$ cat config.mk
export PLATFORM = sky130hd
export DESIGN_NAME = credit_tx_gate
export DESIGN_NICKNAME = d
export VERILOG_FILES = /design/src/rtl/credit_tx_gate.sv
export SDC_FILE = /design/constraint.sdc
export NUM_CORES = 1
export LEC_CHECK = 0
export BUFFER_PORTS_ARGS = -buffer_cell sky130_fd_sc_hd__buf_4
export CORE_MARGIN = 2
export CORE_UTILIZATION = 35
export CTS_BUF_LIST = sky130_fd_sc_hd__clkbuf_4
export DETAILED_ROUTE_END_ITERATION = 16
export HOLD_SLACK_MARGIN = 0.06
export SKIP_LAST_GASP = 1
export SLEW_MARGIN = 20
export SYNTH_ARGS = -nofsm -noshare
export SYNTH_HDL_FRONTEND = slang
export SYNTH_SLANG_ARGS = --single-unit
$ cat constraint.sdc
create_clock -name clk -period 3.43 [get_ports clk]
set_clock_uncertainty 0.15 [all_clocks]
set_input_delay 0.686 -clock clk [delete_from_list [all_inputs] [get_ports clk]]
set_output_delay 0.686 -clock clk [all_outputs]
set_load 0.02 [all_outputs]
$ cat src/rtl/credit_tx_gate.sv
// Transmit-side credit gate: forwards a valid/ready stream onto a link without
// backpressure, spending one downstream buffer credit per launched beat.
module credit_tx_gate #(
    parameter int DATA_WIDTH   = 64,
    parameter int CREDIT_WIDTH = 8,
    parameter int MAX_CREDITS  = 16,
    parameter int RET_WIDTH    = 4
) (
    input  logic                    clk,
    input  logic                    rst,
    input  logic                    in_valid,
    input  logic [DATA_WIDTH-1:0]   in_data,
    output logic                    in_ready,
    output logic                    out_valid,
    output logic [DATA_WIDTH-1:0]   out_data,
    input  logic                    credit_ret_valid,
    input  logic [RET_WIDTH-1:0]    credit_ret_count,
    output logic [CREDIT_WIDTH-1:0] credits_avail,
    output logic                    init_done,
    output logic                    overflow_err
);

    typedef enum logic [1:0] {
        ST_INIT  = 2'd0,
        ST_RUN   = 2'd1,
        ST_ERROR = 2'd2
    } state_t;

    localparam logic [CREDIT_WIDTH:0]   MAX_WIDE   = (CREDIT_WIDTH+1)'(MAX_CREDITS);
    localparam logic [CREDIT_WIDTH-1:0] MAX_CNT    = CREDIT_WIDTH'(MAX_CREDITS);
    localparam logic [CREDIT_WIDTH-1:0] ZERO_CNT   = {CREDIT_WIDTH{1'b0}};
    localparam logic [CREDIT_WIDTH:0]   ZERO_WIDE  = {(CREDIT_WIDTH+1){1'b0}};
    localparam logic [DATA_WIDTH-1:0]   ZERO_DATA  = {DATA_WIDTH{1'b0}};

    state_t                  state_r;
    state_t                  state_next_s;
    logic [CREDIT_WIDTH-1:0] credits_r;
    logic [CREDIT_WIDTH-1:0] credits_next_s;
    logic                    overflow_r;
    logic                    overflow_next_s;
    logic                    out_valid_r;
    logic [DATA_WIDTH-1:0]   out_data_r;
    logic                    accept_s;
    logic [CREDIT_WIDTH:0]   ret_wide_s;
    logic [CREDIT_WIDTH:0]   credit_sum_s;

    // Readiness looks only at the registered count; a same-cycle return is not bypassed.
    assign in_ready      = (state_r == ST_RUN) && (credits_r != ZERO_CNT);
    assign accept_s      = in_valid & in_ready;
    assign init_done     = (state_r == ST_RUN);
    assign credits_avail = credits_r;
    assign overflow_err  = overflow_r;
    assign out_valid     = out_valid_r;
    assign out_data      = out_data_r;

    // Credit arithmetic one bit wider than the counter so an over-return is visible.
    always_comb begin
        ret_wide_s   = ZERO_WIDE;
        credit_sum_s = ZERO_WIDE;
        if (credit_ret_valid) begin
            ret_wide_s = (CREDIT_WIDTH+1)'(credit_ret_count);
        end else begin
            ret_wide_s = ZERO_WIDE;
        end
        credit_sum_s = {1'b0, credits_r} - (CREDIT_WIDTH+1)'(accept_s) + ret_wide_s;
    end

    // Next-state and credit/overflow update.
    always_comb begin
        state_next_s    = state_r;
        credits_next_s  = credits_r;
        overflow_next_s = overflow_r;
        case (state_r)
            ST_INIT: begin
                credits_next_s = MAX_CNT;
                state_next_s   = ST_RUN;
            end
            ST_RUN: begin
                if (credit_sum_s > MAX_WIDE) begin
                    overflow_next_s = 1'b1;
                    credits_next_s  = MAX_CNT;
                    state_next_s    = ST_ERROR;
                end else begin
                    credits_next_s  = credit_sum_s[CREDIT_WIDTH-1:0];
                end
            end
            ST_ERROR: begin
                state_next_s = ST_ERROR;
            end
            default: begin
                state_next_s   = ST_INIT;
                credits_next_s = ZERO_CNT;
            end
        endcase
    end

    // Control state register.
    always_ff @(posedge clk) begin
        if (rst) begin
            state_r    <= ST_INIT;
            credits_r  <= ZERO_CNT;
            overflow_r <= 1'b0;
        end else begin
            state_r    <= state_next_s;
            credits_r  <= credits_next_s;
            overflow_r <= overflow_next_s;
        end
    end

    // Launch register: accepted beat appears exactly one cycle later, data holds otherwise.
    always_ff @(posedge clk) begin
        if (rst) begin
            out_valid_r <= 1'b0;
            out_data_r  <= ZERO_DATA;
        end else begin
            out_valid_r <= accept_s;
            if (accept_s) begin
                out_data_r <= in_data;
            end else begin
                out_data_r <= out_data_r;
            end
        end
    end

endmodule
-- Word level (Yosys, flattened, before mapping)
Index checks and enable logic that the tools add are counted.
- magnitude comparators: 1
- eq/ne operators: 3
- reductions and logical operators: 4
- multiplexer cells: 5
- bitwise gates (word level): 1
- $add $sub $neg: 2
- operator list (kind ; count):
    one-hot mux 8 bit (3 select lines) ; 1
    adder 9 bit ; 1
    greater-than comparator 9 x 5 -> 1 bit, second input constant ; 1
    subtractor 8 x 1 -> 9 bit ; 1
    two-way mux 8 bit ; 1
    nonzero test 8 bit ; 1
    one-hot mux 2 bit (3 select lines) ; 1
    two-way mux 4 bit ; 1
    == test 2 x 1 -> 1 bit, second input constant ; 1
    == test 2 bit, second input constant ; 1
    zero test 2 bit ; 1
    two-way mux 2 bit ; 1
    != test 2 x 1 -> 1 bit, second input constant ; 1
    AND reduction 2 bit ; 1
    AND 1 bit ; 1
    logical AND 1 bit ; 1
- register bits after elaboration: 76
- word-level logic and storage cells: 21

-- Logic depth before layout (Yosys ltp)
- word-level depth: 8
- gate-level depth with buffers: 17
- mapped depth without buffers: 16

-- Least setup slack after synthesis
OpenSTA, ideal clock, no wires.
- path kind: register to register
- start point: reg credits_r[7] (netlist: credits_avail[7])
- end point: reg state_r[0]
- cell stages (with the launch flop): 17
- data required time: 3148 ps
- buffers on the path: 1
- setup slack: -937 ps
- library setup time: 132 ps
- arrival time: 4085 ps
- cells stage by stage: dfxtp_1 > inv_1 > ha_1 > a31oi_1 > nand2_1 > inv_1 > clkbuf_1 > ha_1 > inv_1 > ha_1 > fa_1 > or3b_1 > a211o_1 > nand4b_2 > or4b_1 > o31ai_1 > a21oi_1
- word-level cells in the longest chain between the ends: 7
- RTL lines (item ; line ; source):
    start, declared ; 37 ; logic [CREDIT_WIDTH-1:0] credits_r;
    start signal, assigned ; 105 ; credits_r <= credits_next_s;
    nonzero test 8 bit ; 48 ; assign in_ready = (state_r == ST_RUN) && (credits_r != ZERO_CNT);
    logical AND 1 bit ; 48 ;
    via in_ready ; 13 ; output logic in_ready,
    AND 1 bit ; 49 ; assign accept_s = in_valid & in_ready;
    via accept_s ; 43 ; logic accept_s;
    subtractor 8 x 1 -> 9 bit ; 65 ; credit_sum_s = {1'b0, credits_r} - (CREDIT_WIDTH+1)'(accept_s) + ret_wide_s;
    adder 9 bit ; 65 ;
    greater-than comparator 9 x 5 -> 1 bit ; 79 ; if (credit_sum_s > MAX_WIDE) begin
    != test 2 x 1 -> 1 bit (no source line) ; - ;
    end signal, assigned ; 104 ; state_r <= state_next_s;
    end, declared ; 35 ; state_t state_r;
The timed path passes the listed nets, and every way through them passes these cells.
A chain may end at the register's enable or synchronous reset.

-- Worst setup path after layout
- start point: reg credits_r[1] (netlist: credits_avail[1])
- end point: reg state_r[0]
- word-level cells in the longest chain between the ends: 7
- RTL lines (item ; line):
    nonzero test 8 bit ; 48
    logical AND 1 bit ; 48
    AND 1 bit ; 49
    subtractor 8 x 1 -> 9 bit (*) ; 65
    adder 9 bit (*) ; 65
    greater-than comparator 9 x 5 -> 1 bit (*) ; 79
    != test 2 x 1 -> 1 bit (no source line) (*) ; -
Mark *: on every way between the ends. The rest lies on a longest branch, timed or not.

==> impl_metrics.toml <==
[outcome]
status = "finished, violations left"
violations = "negative setup slack"

[setup_path]
reg2reg_from = "credits_avail[1]"
arrival_ns = 3.70
crit_path_start = "credits_avail[1]"
crit_required_ns = 3.53
worst-path-max-fanout = 2
crit_path_start_kind = "flop"
setup.worst_path.class = "reg2reg"
critPathCaptureType = "flop"

[cells_and_area]
multi_input_area_um2 = 1719
syn2layout_area_growth_pct = 51.05
fillers = 868
seq_area_um2 = 1541
diodes = 0
nNetsFinal = 676
finish.utilization_pct = 54.07
finalNonFillerCells = 701
drive_gt1_share_pct = 38.64

[synthesis]
synth.distinct_cells = 40
yosysSeqAreaShare_pct = 46.22
syn_avg_cell_area_um2 = 7.838
synth_top_area_share_pct = 46.22
synth_edf_count = 0
yosysTopAreaCell = "dfxtp_1"
netlist_instances = 420
netlist_area_um2 = 3292
syn-num-nets = 510
yosys_warnings = 0
synth-seq-cells = 76
synth_flop_cell = "dfxtp_1"
synthArstFlopShare_pct = 0
synth_common_cells = "nand2_1, a21oi_1, dfxtp_1, inv_1, clkbuf_1"
synthMostInstantiatedCell = "nand2_1"
synth.area.top_cells = "dfxtp_1, nand2_1, a21oi_1"

[die]
std_cell_rows = 35
coreArea_um2 = 9196
dieArea_um2 = 10200
die_w_um = 101.0
ios = 148
initial_core_util_pct = 35.80
dieHeight_um = 101.0

[pwr]
p_int_mw = 1.538
peakVddDrop_uv = 179.2
combPwrFrac_pct = 35.2
switchingPower_uw = 788.3
swShare_pct = 33.89
power_frac_clock_pct = 23.1
power_density_nw_per_um2 = 467.8
power_leakage_nw = 2.129
p_seq_share_pct = 41.7

[routing]
viasPerCell = 4.743
drtAntennaViolNets = 0
vias = 3325
drc = 0
drt_first_pass_iters = 4
wl_um = 9292
wl_per_cell_um = 13.26
drt_iter0_markers = 105

[hold_path]
hp-start = "out_data[39]"
hp-class = "reg2reg"

[clocking]
cts_sinks = 76
clk_pin_slew_worst_paths_ns = 0.12
cts_buffers = 9
clock_latency_ns = 0.39
htreeDepth = 3
clock_path_buffers = 2
cts_root_buf = "clkbuf_4"
hold_buffers = 0
cts_tree = "built"

[timing]
slew_headroom_pct = 45.03
layout_min_cycle_time_ns = 3.609
max_freq_mhz = 277.1
setup_slack_ns = -0.1793
slew_viol_final = 0
rsz0062_at_grt = "yes"
tightest_slew_ns = 0.8246
hold_viol_final = 0
post-route-period-util_pct = 105.2
setup_viol = 5

[placed_design]
port_buffers = 147
pre_cts_ws_ns = -0.2784
placed_cells = 685
routabilityCongestion = 0.7653
dpl.hpwl_um = 6560

[global_routing]
grt_max_degree = 78
grt_usage_pct = 17.48
grt_antenna_before_repair = 0
grt_pass1_wl_um = 14240
grt_pass1_vias = 2998
grt_overflow = 0

[job]
cap_violations = 0
cells in the final DEF (no fill, tap or decap), drive strengths merged, types with 3 or more instances in the layout:
cell / synthesis / final
dfxtp: 76 / 76
ha: 17 / 17
inv: 22 / 23
clkinv: 0 / 3
or3b: 3 / 3
xnor2: 3 / 3
a21oi: 78 / 78
nand2: 141 / 141
nand4: 5 / 5
and2: 3 / 3
o22ai: 3 / 3
clkbuf: 18 / 9
buf: 7 / 180
nor2: 4 / 4
nand3: 5 / 5
nor4: 3 / 3
o21ai: 3 / 3
state kept, by name (all words and copies together), names as in the netlist:
| signal | count |
|---|---|
| credits_avail | 8 |
| out_data | 64 |
| out_valid | 1 |
| overflow_err | 1 |
| state_r | 2 |
layout make-up:
cell class              count  area share [%]
clock buffers               9           1.359
multi-input cells         297           34.57
clock inverters             6           1.309
flip-flops and latches     76           31.00
repair buffers            180           27.25
well taps                 111           2.793
inverters                  22           1.711
path summary, 6_finish.rpt:
kind,to,slack (ns),depth (start not counted)
min,out_data[39],0.31,2
min reg2reg,out_data[39],0.31,2
max reg2reg,state_r[0],-0.18,14
max,state_r[0],-0.18,14
per-layer routing:
layer  track usage [%]  up-vias  routed length [um]
met1             22.72     1484                4026
met5                 0        -                   0
met3             3.883       12                 583
met4             6.861        0                 155
li1                  -     1724                   -
met2             28.26      105                4527
stage by stage:
step	total power, mW	setup TNS, ns	instance area (um^2)	hold WS (ns)
6_report	2.326	-0.5770	4972	0.3110
5_1_grt	2.474	-1.391	4972	0.3224
4_1_cts	2.336	-0.5856	4938	0.3136
3_5_place_dp	1.761	-0.9465	4782	0.2968
3_3_place_gp	1.747	-0.6736	4782	0.2877
2_1_floorplan	1.447	-0.9692	3416	0.3293
what timing repair did:
action                                  4_1_cts  5_1_grt
resized for setup                             4        5
buffers inserted                              0        1
endpoints found under the setup margin        6        8
pin swaps                                     3        2
power groups by stage:
stage / Combinational, mW / Clock [mW] / Sequential, mW
finish: 0.819 / 0.538 / 0.969
global route: 0.896 / 0.601 / 0.977
CTS: 0.799 / 0.567 / 0.970
detailed placement: 0.771 / 0 / 0.990
global placement: 0.761 / 0 / 0.987
floorplan: 0.396 / 0 / 1.05
kinds of logic (layout without fill, tap and decap cells):
group           after synthesis  after routing  share of synthesized area (%)
simple gates                178            178                          23.53
compound gates               95             95                          15.74
xor+xnor                      5              5                          1.331
buf+inv                      47            217                          5.815
flops                        76             76                          46.22
fa+ha+maj                    18             18                          7.069
mux                           1              1                         0.3041
critical path, stage by stage (launching register included):
cell,delay (ns)
dfxtp_2,0.36
nor4_4,0.31
a31oi_4,0.12
nand2_2,0.08
inv_2,0.05
ha_4,0.25
inv_2,0.04
ha_4,0.15
fa_2,0.43
or3b_1,0.38
a211o_1,0.26
nand4b_4,0.11
or4b_4,0.48
o31ai_2,0.19
a21oi_1,0.09
Power figures use the tool's default switching activity.
